### src/rtl/dvp_axis_pkg.sv
// rtl/dvp_axis_pkg.sv - shared types for the DVP to AXI4-Stream video bridge
package dvp_axis_pkg;

    typedef enum logic [1:0] {
        ST_IDLE   = 2'd0,
        ST_SYNC   = 2'd1,
        ST_ACTIVE = 2'd2,
        ST_DROP   = 2'd3
    } state_e;

    // Framing tag carried next to each pixel; the pixel field is added where PIXEL_W is known
    typedef struct packed {
        logic sof;
        logic eol;
    } beat_tag_t;

    function automatic int cnt_w(input int n);
        return (n > 1) ? $clog2(n) : 1;
    endfunction

endpackage

### src/rtl/sync_fifo.sv
// rtl/sync_fifo.sv - single-clock first-word-fall-through FIFO with occupancy count
module sync_fifo #(
    parameter int WIDTH = 8,
    parameter int DEPTH = 16
) (
    input  logic                         clk,
    input  logic                         rst_n,
    input  logic                         wr_valid,
    input  logic [WIDTH-1:0]             wr_data,
    output logic                         rd_valid,
    output logic [WIDTH-1:0]             rd_data,
    input  logic                         rd_ready,
    output logic [$clog2(DEPTH+1)-1:0]   count
);

    localparam int AW = (DEPTH > 1) ? $clog2(DEPTH) : 1;
    localparam int CW = $clog2(DEPTH + 1);

    logic [WIDTH-1:0] mem_q [DEPTH];
    logic [AW-1:0]    wr_ptr_q, wr_ptr_d;
    logic [AW-1:0]    rd_ptr_q, rd_ptr_d;
    logic [CW-1:0]    count_q, count_d;
    logic             push, pop;

    // A write into a full FIFO is still taken when the head leaves in the same cycle
    always_comb begin
        pop      = rd_ready && (count_q != '0);
        push     = wr_valid && ((count_q != CW'(DEPTH)) || pop);
        wr_ptr_d = push ? wr_ptr_q + AW'(1) : wr_ptr_q;
        rd_ptr_d = pop  ? rd_ptr_q + AW'(1) : rd_ptr_q;
        count_d  = count_q + CW'(push) - CW'(pop);
    end

    always_ff @(posedge clk or negedge rst_n) begin
        if (!rst_n) begin
            wr_ptr_q <= '0;
            rd_ptr_q <= '0;
            count_q  <= '0;
        end else begin
            wr_ptr_q <= wr_ptr_d;
            rd_ptr_q <= rd_ptr_d;
            count_q  <= count_d;
        end
    end

    always_ff @(posedge clk) begin
        if (push) begin
            mem_q[wr_ptr_q] <= wr_data;
        end
    end

    assign rd_valid = (count_q != '0);
    assign rd_data  = mem_q[rd_ptr_q];
    assign count    = count_q;

endmodule

### src/rtl/dvp_axis_bridge.sv
// rtl/dvp_axis_bridge.sv - byte-serial camera stream to AXI4-Stream video with SOF/EOL framing
module dvp_axis_bridge
    import dvp_axis_pkg::*;
#(
    parameter  int DATA_W     = 8,
    parameter  int BPP        = 2,
    parameter  int H_ACTIVE   = 640,
    parameter  int V_ACTIVE   = 480,
    parameter  int FIFO_DEPTH = 16,
    localparam int PIXEL_W    = DATA_W * BPP
) (
    input  logic               clk,
    input  logic               aresetn,
    input  logic               in_valid,
    input  logic               in_vsync,
    input  logic               in_href,
    input  logic [DATA_W-1:0]  in_data,
    input  logic               enable,
    input  logic               clear_err,
    output logic [PIXEL_W-1:0] m_axis_tdata,
    output logic               m_axis_tvalid,
    input  logic               m_axis_tready,
    output logic               m_axis_tuser,
    output logic               m_axis_tlast,
    output logic               frame_done,
    output logic               overflow,
    output logic               size_err
);

    localparam int PC_W = $clog2(H_ACTIVE + 1);
    localparam int LC_W = $clog2(V_ACTIVE + 1);
    localparam int BC_W = cnt_w(BPP);
    localparam int FC_W = $clog2(FIFO_DEPTH + 1);

    typedef struct packed {
        logic [PIXEL_W-1:0] pixel;
        beat_tag_t          tag;
    } entry_t;

    localparam int ENTRY_W = $bits(entry_t);

    state_e             state_q, state_d;
    logic               vs_q, vs_d, hr_q, hr_d;
    logic [PC_W-1:0]    pixel_cnt_q, pixel_cnt_d;
    logic [LC_W-1:0]    line_cnt_q, line_cnt_d;
    logic [BC_W-1:0]    byte_cnt_q, byte_cnt_d;
    logic [PIXEL_W-1:0] shift_q, shift_d;
    logic               sof_pend_q, sof_pend_d;
    logic               frame_done_q, frame_done_d;
    logic               overflow_q, overflow_d;
    logic               size_err_q, size_err_d;

    logic               vs_rise, vs_fall, hr_fall;
    logic               push, accept, size_set, ovf_set;
    entry_t             push_entry, rd_entry;
    logic [ENTRY_W-1:0] fifo_rd_data;
    logic               fifo_rd_valid;
    logic [FC_W-1:0]    fifo_count;

    assign vs_rise = in_vsync && !vs_q;
    assign vs_fall = !in_vsync && vs_q;
    assign hr_fall = !in_href && hr_q;
    assign accept  = (fifo_count != FC_W'(FIFO_DEPTH)) || (m_axis_tready && fifo_rd_valid);

    always_comb begin
        state_d      = state_q;
        vs_d         = vs_q;
        hr_d         = hr_q;
        pixel_cnt_d  = pixel_cnt_q;
        line_cnt_d   = line_cnt_q;
        byte_cnt_d   = byte_cnt_q;
        shift_d      = shift_q;
        sof_pend_d   = sof_pend_q;
        frame_done_d = 1'b0;
        push         = 1'b0;
        push_entry   = '0;
        size_set     = 1'b0;
        ovf_set      = 1'b0;

        if (in_valid) begin
            vs_d = in_vsync;
            hr_d = in_href;
            case (state_q)
                ST_IDLE: begin
                    if (vs_rise) state_d = ST_SYNC;
                end
                ST_SYNC: begin
                    if (vs_fall) begin
                        state_d     = enable ? ST_ACTIVE : ST_IDLE;
                        pixel_cnt_d = '0;
                        line_cnt_d  = '0;
                        byte_cnt_d  = '0;
                        sof_pend_d  = 1'b1;
                    end
                end
                ST_ACTIVE: begin
                    if (vs_rise) begin
                        state_d      = ST_SYNC;
                        frame_done_d = 1'b1;
                        size_set     = (line_cnt_q != LC_W'(V_ACTIVE));
                        pixel_cnt_d  = '0;
                        line_cnt_d   = '0;
                        byte_cnt_d   = '0;
                    end else if (in_href) begin
                        shift_d = (shift_q << DATA_W) | PIXEL_W'(in_data);
                        if (byte_cnt_q == BC_W'(BPP - 1)) begin
                            byte_cnt_d = '0;
                            // Pixels past the nominal line width are dropped, not wrapped
                            if (pixel_cnt_q < PC_W'(H_ACTIVE)) begin
                                push_entry.pixel   = shift_d;
                                push_entry.tag.sof = sof_pend_q;
                                push_entry.tag.eol = (pixel_cnt_q == PC_W'(H_ACTIVE - 1));
                                pixel_cnt_d        = pixel_cnt_q + PC_W'(1);
                                if (accept) begin
                                    push       = 1'b1;
                                    sof_pend_d = 1'b0;
                                end else begin
                                    ovf_set = 1'b1;
                                    state_d = ST_DROP;
                                end
                            end else begin
                                size_set = 1'b1;
                            end
                        end else begin
                            byte_cnt_d = byte_cnt_q + BC_W'(1);
                        end
                    end else if (hr_fall) begin
                        size_set    = (pixel_cnt_q != PC_W'(H_ACTIVE)) || (byte_cnt_q != '0);
                        pixel_cnt_d = '0;
                        byte_cnt_d  = '0;
                        if (line_cnt_q != LC_W'(V_ACTIVE)) begin
                            line_cnt_d = line_cnt_q + LC_W'(1);
                        end
                    end
                end
                ST_DROP: begin
                    if (vs_rise) state_d = ST_SYNC;
                end
                default: state_d = ST_IDLE;
            endcase
        end

        overflow_d = ovf_set  ? 1'b1 : (clear_err ? 1'b0 : overflow_q);
        size_err_d = size_set ? 1'b1 : (clear_err ? 1'b0 : size_err_q);
    end

    always_ff @(posedge clk or negedge aresetn) begin
        if (!aresetn) begin
            state_q      <= ST_IDLE;
            vs_q         <= 1'b0;
            hr_q         <= 1'b0;
            pixel_cnt_q  <= '0;
            line_cnt_q   <= '0;
            byte_cnt_q   <= '0;
            shift_q      <= '0;
            sof_pend_q   <= 1'b0;
            frame_done_q <= 1'b0;
            overflow_q   <= 1'b0;
            size_err_q   <= 1'b0;
        end else begin
            state_q      <= state_d;
            vs_q         <= vs_d;
            hr_q         <= hr_d;
            pixel_cnt_q  <= pixel_cnt_d;
            line_cnt_q   <= line_cnt_d;
            byte_cnt_q   <= byte_cnt_d;
            shift_q      <= shift_d;
            sof_pend_q   <= sof_pend_d;
            frame_done_q <= frame_done_d;
            overflow_q   <= overflow_d;
            size_err_q   <= size_err_d;
        end
    end

    sync_fifo #(
        .WIDTH (ENTRY_W),
        .DEPTH (FIFO_DEPTH)
    ) u_fifo (
        .clk      (clk),
        .rst_n    (aresetn),
        .wr_valid (push),
        .wr_data  (push_entry),
        .rd_valid (fifo_rd_valid),
        .rd_data  (fifo_rd_data),
        .rd_ready (m_axis_tready),
        .count    (fifo_count)
    );

    // Outputs read as zero while the buffer is empty so stale memory never shows
    assign rd_entry      = entry_t'(fifo_rd_data);
    assign m_axis_tvalid = fifo_rd_valid;
    assign m_axis_tdata  = fifo_rd_valid ? rd_entry.pixel   : '0;
    assign m_axis_tuser  = fifo_rd_valid ? rd_entry.tag.sof : 1'b0;
    assign m_axis_tlast  = fifo_rd_valid ? rd_entry.tag.eol : 1'b0;
    assign frame_done    = frame_done_q;
    assign overflow      = overflow_q;
    assign size_err      = size_err_q;

endmodule

### config.mk
export PLATFORM = sky130hd
export DESIGN_NAME = dvp_axis_bridge
export DESIGN_NICKNAME = d
export VERILOG_FILES = /design/src/rtl/dvp_axis_pkg.sv /design/src/rtl/sync_fifo.sv /design/src/rtl/dvp_axis_bridge.sv
export SDC_FILE = /design/constraint.sdc
export NUM_CORES = 1
export LEC_CHECK = 0
export CORE_UTILIZATION = 61
export CTS_CLUSTER_SIZE = 8
export DETAILED_ROUTE_END_ITERATION = 8
export GPL_TIMING_DRIVEN = 1
export HOLD_SLACK_MARGIN = 0.03
export PLACE_DENSITY_LB_ADDON = 0.2
export SYNTH_ARGS = -nofsm -noshare
export SYNTH_HDL_FRONTEND = slang
export SYNTH_SLANG_ARGS = --single-unit
### constraint.sdc
create_clock -name clk -period 5.07 [get_ports clk]
set_input_delay 0.507 -clock clk [delete_from_list [all_inputs] [get_ports clk]]
set_output_delay 0.507 -clock clk [all_outputs]
set_load 0.05 [all_outputs]
==> results of run 1 <==
cell families (layout without fill, tap and decap cells):
group / Yosys count / count (layout) / share of synthesized area
buf+inv: 60 / 154 / 0.01873
compound gates: 72 / 72 / 0.03414
mux: 123 / 123 / 0.1545
simple gates: 141 / 141 / 0.05728
fa+ha+maj: 19 / 19 / 0.01765
xor+xnor: 11 / 11 / 0.006936
flops: 337 / 337 / 0.7108
metal layers:
| metal | GRT usage | vias up | routed length [um] |
|---|---|---|---|
| li1 | - | 3189 | - |
| met1 | 0.3801 | 3859 | 12450 |
| met2 | 0.4476 | 360 | 15300 |
| met3 | 0.04848 | 58 | 2206 |
| met4 | 0.09139 | 0 | 740 |
| met5 | 0 | - | 0 |
synthesized netlist by cell type, types with 3 or more instances:
master	count
nor4_1	4
mux2i_1	40
a41o_1	3
mux4_2	72
clkbuf_1	17
ha_1	18
o31ai_1	4
nor3_1	4
nand3_1	11
o21ai_0	16
a21oi_1	11
o22ai_1	18
nor3b_1	4
and3_1	5
xor2_1	3
nor2b_1	3
nor2_1	20
nor4b_1	4
dfrtp_1	49
inv_1	23
buf_1	4
nand2_1	29
nand4_1	7
buf_2	12
or3_1	4
edfxtp_1	288
o21a_1	3
mux2_2	11
and2_1	23
or4_1	5
nand2b_1	8
xnor2_1	8
power groups by stage:
| stage | clock network (uW) | logic [uW] | registers (uW) |
|---|---|---|---|
| detailed placement | 0 | 1270 | 3400 |
| floorplan | 0 | 1130 | 3180 |
| global route | 2950 | 1370 | 3380 |
| finish | 2810 | 1270 | 3360 |
| CTS | 2840 | 1280 | 3360 |
| global placement | 0 | 1250 | 3400 |
through the flow:
stage                     hold slack, ps  setup slack (ps)  cell area, um2
final                              180.3             906.1           16010
after global placement             483.5              1581           14700
after global routing               265.0             841.9           16010
after detailed placement           489.1              1558           14700
after floorplan                    211.4              1293           13890
after CTS                          212.9             935.5           16010
cell type report:
class	instances	area, um2	share of cell area
clock buffer	64	1261	0.07876
inverter	24	91.34	0.005704
tap	280	350.3	0.02188
sequential	337	9881	0.6170
multi-input combinational	366	3809	0.2378
clock inverter	4	56.30	0.003516
timing repair buffer	62	565.5	0.03532
registers in the layout, indices dropped and copies added, names as in the netlist, 2 cells and up:
register and cells:
line_cnt_q 9, pixel_cnt_q 10, shift_q 8, state_q 2
u_fifo.count 5, u_fifo.mem_q 288, u_fifo.rd_ptr_q 4, u_fifo.wr_ptr_q 4
worst min-delay path by stage:
stage                from              end  slack, ps  cells after the start
2_1_floorplan     aresetn       byte_cnt_q        210                      0
3_3_place_gp   shift_q[6]       shift_q[6]        480                      1
3_5_place_dp   shift_q[6]       shift_q[6]        490                      1
4_1_cts           aresetn  u_fifo.count[3]        210                      1
5_1_grt           aresetn    line_cnt_q[4]        260                      1
6_report          aresetn  u_fifo.count[1]        180                      1
==> out/results.ini, run 1 <==
[status]
status=completed

[worst_hold_path]
hp-class=input port to asynchronous set/reset pin

[global_routing]
track_usage=0.2741
overflow=0
antenna_found_initial=0
first_global_vias=7817
grt_first_pass_wirelength_um=46830
grt_max_degree=50

[clock_tree]
htreeDepth=2
cts_buffer_depth=3
cts_resized=0
hold_buffers=0
clk-insertion-delay-late_ps=540
cts_setup_buffers=0
cts-buffers-inserted=48
cts.sinks=337
tritoncts=built
root_buffer=clkbuf_16
clkTransAtPathRegs_ps=50

[pwr]
p_leak_uw=0.006200
internal_power_uw=5394
p_per_area_nw_per_um2=464.8
seqPwrFrac=0.451
peakVddDrop_v=0.0005334
switching_share=0.2753
finalPower_uw=7443
p_sw_uw=2049
pwr-share-clk=0.378
pwr-share-comb=0.171

[flow_run]
drv_cap=0

[critical_path]
worstReg2RegEnd=u_fifo.mem_q[10][6]
worstSetupStartpoint=u_fifo.rd_ptr_q[1]
crit_cells=5
r2r_cells=8
critical_path_class=flip-flop to output port
crit_end=m_axis_tdata[0]
critPathMaxFanout=40
r2r_setup_slack_ps=1870
reg2reg_from=state_q[0]
crit_required_ps=4560
cp_top_family=buffers and inverters
critical-path-max-stage-delay_ps=1100
crit_chain=buf_4 > mux4_2 > mux2i_1 > o22ai_1 > clkdlybuf4s50_1
critPathArrivalTime_ps=3660
crit_path_top_delay_cell=dfrtp_2
crit_path_end_kind=output port
start_kind=flip-flop
crit_buf_inv=2

[timing]
clock.fmax_mhz=240.2
min_period_over_period=0.8213
rsz0062_at_grt=no
fin_setup_tns_ps=0
maxSlewHeadroom=0.2387
finalSetupViolCount=0
hold_viol=0
slew_violations=0
finClkSkew_ps=15.05
period_minus_slack_ps=4164
worst_slew_pin_slew_ps=1142

[synthesis]
synth_area_um2=13890
syn_avg_cell_area_um2=18.21
syn_inst=763
syn_nets=798
synth_area_leaders=edfxtp_1 (62%), mux4_2 (12%), dfrtp_1 (8.8%)
synth_top_area_frac=0.6225
synth_flop_cell=edfxtp_1
ys_warn_count=0
ys_ff_latch=337
ys_seq_area_frac=0.7108
synth_top_cell_by_area=edfxtp_1
ys_types=58
async_flop_share=0.1454
synth-edff-count=288

[floorplan]
dieArea_um2=23380
die_x_um=152.9
io-pin-count=38
die_h_um=152.9
core_um2=22090
start_util=0.6288
rows=54

[place]
dp_cells=1069
dp_hpwl_um=18150
io_buffers=37
place.gp.congestion=0.8995

[finish]
final_core_util=0.7248
synthToLayoutAreaGrowth_pct=15.28
mostFrequentLayoutCell=edfxtp_1
diodes=0
drive_above_1_share=0.2100
nNetsFinal=874
mostFrequentLayoutCells=edfxtp_1 (288), mux4_2 (72), clkbuf_16 (48), dfrtp_1 (46), mux2i_1 (40)
fill_cells=1272
instances_no_fill=1137

[drt]
viasPerCell=6.566
totalWireLength_um=30700
wire_per_inst_um=27.00
vias=7466
drt-initial-drc-count=925
drt_first_pass_iters=5
drc=0
ant_nets=0

No activity file was read; power rests on OpenSTA's default activity.
==> run 2: changes to the inputs <==
- clock period: 5.07 -> 4.3 ns (I/O delays scaled with it)
==> out/results.ini, run 2 (synthesized netlist as in run 1, its figures left out) <==
[timing]
clock.fmax_mhz=261.3
maxSlewHeadroom=0.3216  ; +0.08286
worst_slew_pin_slew_ps=1018  ; -124.3 ps
hold_viol=0  ; unchanged
fin_setup_tns_ps=0  ; unchanged
finalSetupViolCount=0  ; unchanged
min_period_over_period=0.8899
period_minus_slack_ps=3826
finClkSkew_ps=10.75  ; -4.294 ps
slew_violations=0  ; unchanged
rsz0062_at_grt=no

[global_routing]
first_global_vias=7867  ; +0.64%
antenna_found_initial=0  ; unchanged
track_usage=0.2723  ; -0.001799
grt_max_degree=53  ; +6.0%
overflow=0  ; unchanged
grt_first_pass_wirelength_um=46690  ; -0.29%

[pwr]
peakVddDrop_v=0.0004057  ; -24%
finalPower_uw=8791  ; +18%
p_leak_uw=0.006261  ; +0.99%
p_per_area_nw_per_um2=545.7  ; +17%

[floorplan]
dieArea_um2=23380  ; unchanged
rows=54  ; unchanged
die_h_um=152.9  ; unchanged
start_util=0.6288  ; unchanged
core_um2=22090  ; unchanged
die_x_um=152.9  ; unchanged
io-pin-count=38  ; unchanged

[finish]
synthToLayoutAreaGrowth_pct=15.97
largest_registers=u_fifo.mem_q x288, pixel_cnt_q x10, line_cnt_q x9
seq_area_um2=9881  ; unchanged
largest_register=u_fifo.mem_q
fill_cells=1298  ; +2.0%
drive_above_1_share=0.2173  ; +0.007306
diodes=0  ; unchanged
largest_reg_flops=288  ; unchanged
mostFrequentLayoutCell=edfxtp_1
nNetsFinal=884  ; +1.1%
multi_input_area_um2=3809  ; unchanged
mostFrequentLayoutCells=edfxtp_1 (288), mux4_2 (72), clkbuf_16 (49), dfrtp_1 (46), mux2i_1 (40)

[critical_path]
worstSetupStartpoint=u_fifo.count[3]
r2r_setup_slack_ps=980  ; -890 ps
r2r_cells=9  ; +1
critPathMaxFanout=18  ; -55%
critPathArrivalTime_ps=3400  ; -260 ps
critical_path_class=flip-flop to output port
crit_required_ps=3870  ; -690 ps
worstReg2RegEnd=u_fifo.mem_q[14][5]
reg2reg_from=state_q[0]
start_kind=flip-flop
crit_path_end_kind=output port

[drt]
ant_nets=0  ; unchanged
drt_first_pass_iters=5  ; unchanged
vias=7479  ; +0.17%
wire_per_inst_um=26.40  ; -2.2%
totalWireLength_um=30230  ; -1.5%
viasPerCell=6.532  ; -0.53%
drt-initial-drc-count=650  ; -30%
drc=0  ; unchanged

[clock_tree]
clkTransAtPathRegs_ps=50  ; about the same
htreeDepth=2  ; unchanged
hold_buffers=1  ; +1
cts_resized=0  ; unchanged
cts_setup_buffers=0  ; unchanged
cts-buffers-inserted=48  ; unchanged
root_buffer=clkbuf_16
clk-insertion-delay-late_ps=530  ; about the same
cts.sinks=337  ; unchanged
tritoncts=built
cts_buffer_depth=3  ; unchanged

[worst_hold_path]
holdPathEnd=overflow
worstHoldStart=clear_err
hp-class=input port to flip-flop
hold_depth=2

[place]
place.gp.congestion=0.9138  ; +1.6%
io_buffers=37  ; unchanged
dp_hpwl_um=18550  ; +2.3%

[flow_run]
drv_cap=0  ; unchanged

[status]
status=completed

==> run 2: power by group <==
group	internal, uW	switching, uW	total, uW
registers	3630	186	3820
logic	734	927	1660
clock network	2040	1270	3310
total	6410	2380	8790
==> run 2: critical path: stages (launching register included) <==
cell,delay [ps]
dfrtp_1,370
inv_1,80
ha_1,190
nand3b_1,170
nand2b_1,580
o22ai_1,580
clkdlybuf4s50_1,900
==> run 2: cell type report <==
cell class / instances / share of cell area
multi-input cells: 366 / 0.2364
flip-flops and latches: 337 / 0.6133
repair buffers: 72 / 0.04147
well taps: 280 / 0.02175
inverters: 24 / 0.005669
clock inverters: 2 / 0.001786
clock buffers: 64 / 0.07961
==> run 2: per-layer routing <==
layer	wire (um)	track usage	vias to the layer above
li1	-	-	3222
met1	12400	0.3711	3885
met2	15180	0.4524	316
met3	1991	0.05415	56
met4	656	0.07888	0
met5	0	0	-
==> run 2: how the worst max path moves through the flow <==
stage | slack, ps | cells past startpoint | to
floorplan | 570 | 6 | u_fifo.mem_q[1][0]
global placement | 940 | 9 | u_fifo.mem_q[15][11]
detailed placement | 800 | 9 | u_fifo.mem_q[14][16]
CTS | 480 | 6 | m_axis_tdata[2]
global route | 280 | 6 | m_axis_tdata[2]
finish | 470 | 6 | m_axis_tdata[2]
==> run 2: through the flow <==
stage / area, um2 / utilization / std cells / setup slack, ps / hold slack, ps
3_5_place_dp: 14790 / 0.6694 / 1078 / 795.1 / 485.2
4_1_cts: 16110 / 0.7292 / 1145 / 483.0 / 479.4
2_1_floorplan: 13890 / - / 763 / 567.6 / 134.4
3_3_place_gp: 14790 / 0.6694 / 1078 / 939.6 / 478.3
6_report: 16110 / 0.7292 / 1145 / 473.5 / 493.7
5_1_grt: 16110 / 0.7292 / 1145 / 276.0 / 515.6
==> run 3: changes to the inputs <==
- ABC_CLOCK_PERIOD_IN_PS: unset -> 4300
- CORE_UTILIZATION: 61 -> 24
- TNS_END_PERCENT: unset -> 1
==> out/results.ini, run 3 (synthesized netlist as in run 1, its figures left out) <==
[clock_tree]
cts_buffer_depth=3  ; unchanged
root_buffer=clkbuf_16
cts_setup_buffers=0  ; unchanged
tritoncts=built
htreeDepth=2  ; unchanged
cts-buffers-inserted=48  ; unchanged
cts.sinks=337  ; unchanged
clkTransAtPathRegs_ps=60  ; about the same
clk-insertion-delay-late_ps=570  ; +40 ps

[pwr]
peakVddDrop_v=0.0002747  ; -32%
p_sw_uw=2520  ; +5.8%
internal_power_uw=6494  ; +1.3%
p_leak_uw=0.006283  ; +0.35%
pwr-share-comb=0.181  ; -0.008
p_per_area_nw_per_um2=535.9  ; -1.8%
seqPwrFrac=0.427  ; -0.007
switching_share=0.2795  ; +0.008760
pwr-share-clk=0.392  ; +0.015

[finish]
largest_register=u_fifo.mem_q
drive_above_1_share=0.2113  ; -0.006042
largest_reg_flops=288  ; unchanged
synthToLayoutAreaGrowth_pct=21.07
nNetsFinal=882  ; -0.23%
mostFrequentLayoutCells=edfxtp_1 (288), mux4_2 (72), clkbuf_16 (49), dfrtp_1 (46), mux2i_1 (40)
largest_registers=u_fifo.mem_q x288, pixel_cnt_q x10, line_cnt_q x9
instances_no_fill=1642  ; +43%
mostFrequentLayoutCell=edfxtp_1

[global_routing]
overflow=0  ; unchanged
grt_max_degree=47  ; -11%
antenna_found_initial=0  ; unchanged
track_usage=0.1184  ; -0.1539
first_global_vias=7647  ; -2.8%
grt_first_pass_wirelength_um=51350  ; +10%

[timing]
fin_setup_tns_ps=0  ; unchanged
finalSetupViolCount=0  ; unchanged
finClkSkew_ps=27.29  ; +16.54 ps
rsz0062_at_grt=no
slew_violations=0  ; unchanged
hold_viol=0  ; unchanged
worst_slew_pin_slew_ps=840.9  ; -176.7 ps
period_minus_slack_ps=3860  ; +33.13 ps
clock.fmax_mhz=259.1  ; -0.86%
maxSlewHeadroom=0.4394  ; +0.1178
min_period_over_period=0.8976  ; +0.007705

[critical_path]
start_kind=flip-flop
critical-path-max-stage-delay_ps=920  ; +20 ps
critical_path_class=flip-flop to output port
crit_chain=mux4_2 > mux2i_1 > o22ai_1 > clkdlybuf4s50_1
reg2reg_from=state_q[0]
r2r_setup_slack_ps=1130  ; +150 ps
cp_top_family=multiplexers
critPathMaxFanout=46  ; +28
crit_path_end_kind=output port
crit_path_top_delay_cell=dfrtp_4
crit_required_ps=3870  ; about the same
critPathArrivalTime_ps=3430  ; +30 ps
r2r_cells=8  ; -1
worstReg2RegEnd=u_fifo.mem_q[7][13]
crit_buf_inv=1  ; -1

[floorplan]
dieArea_um2=58850  ; +150%
start_util=0.2445  ; -0.3843
core_um2=56820  ; +160%
rows=87  ; +61%
die_h_um=242.6  ; +59%
io-pin-count=38  ; unchanged
die_x_um=242.6  ; +59%

[place]
io_buffers=37  ; unchanged
dp_hpwl_um=20380  ; +9.8%
dp_cells=1552  ; +44%
place.gp.congestion=0.7089  ; -22%

[drt]
route.met2.wl_um=16050  ; +5.7%
drc=0  ; unchanged
wl_met1_um=16600  ; +34%
drt_first_pass_iters=6  ; +1
highest_layer=met4
route.met3.wl_um=1303  ; -35%
vias=7213  ; -3.6%
totalWireLength_um=34550  ; +14%
wire_per_inst_um=21.04  ; -20%
viasPerCell=4.393  ; -33%
ant_nets=0  ; unchanged
drt-initial-drc-count=469  ; -28%

[worst_hold_path]
hp-class=input port to asynchronous set/reset pin

[flow_run]
drv_cap=0  ; unchanged

[status]
status=completed

[run 3: area by class of cell]
class                           count  area (um2)
Fill cell                        5622       40000
Sequential cell                   337        9883
Multi-Input combinational cell    366        3809
Clock buffer                       85        1361
Tap cell                          756       945.9
Timing Repair Buffer               70       678.2
Inverter                           24       91.34
Clock inverter                      3       47.55
Antenna cell                        1       2.502
[run 3: per-stage QoR]
stage / cell area [um2] / worst slack [ps] / hold slack (ps) / utilization / total power, uW
after floorplan: 13890 / 567.6 / 134.4 / - / 5084
after global placement: 15400 / 939.0 / 447.1 / 0.2710 / 5590
after detailed placement: 15400 / 904.8 / 444.7 / 0.2710 / 5601
after CTS: 16820 / 331.0 / 373.5 / 0.2959 / 9184
after global routing: 16820 / 315.6 / 394.4 / 0.2959 / 9460
final: 16820 / 440.4 / 380.8 / 0.2960 / 9014
[run 3: worst max-delay path by stage]
stage / startpoint / end / slack [ps] / depth (start not counted)
after floorplan: state_q[0] / u_fifo.mem_q[1][0] / 570 / 6
after global placement: u_fifo.rd_ptr_q[0] / m_axis_tdata[2] / 940 / 5
after detailed placement: in_vsync / u_fifo.mem_q[7][13] / 900 / 8
after CTS: u_fifo.rd_ptr_q[0] / m_axis_tdata[2] / 330 / 5
after global routing: u_fifo.rd_ptr_q[0] / m_axis_tdata[2] / 320 / 5
final: u_fifo.rd_ptr_q[1] / m_axis_tdata[2] / 440 / 4
[run 3: power by group through the flow]
| stage | Sequential [uW] | Clock, uW | Combinational, uW |
|---|---|---|---|
| floorplan | 3750 | 0 | 1330 |
| global placement | 3920 | 0 | 1670 |
| detailed placement | 3920 | 0 | 1680 |
| CTS | 3860 | 3640 | 1680 |
| global route | 3880 | 3790 | 1790 |
| finish | 3850 | 3530 | 1630 |
[run 3: repair_timing]
action,CTS,global route
gates resized for setup,0,0
hold endpoints to repair,17,0
hold buffers,1,0
[run 3: per-layer routing]
layer  vias to the layer above  track usage
li1                       3242            -
met1                      3794       0.1661
met2                       129       0.1889
met3                        48      0.02101
met4                         0      0.02978
met5                         -            0
[run 3: worst register-to-register path, cell delays in order (launching register included)]
cell and delay [ps]:
dfrtp_1 390, inv_1 90, ha_1 460, nand4_1 220, or3_1 550, clkinv_2 160, nand2_1 160, nor3b_2 580
buf_12 240
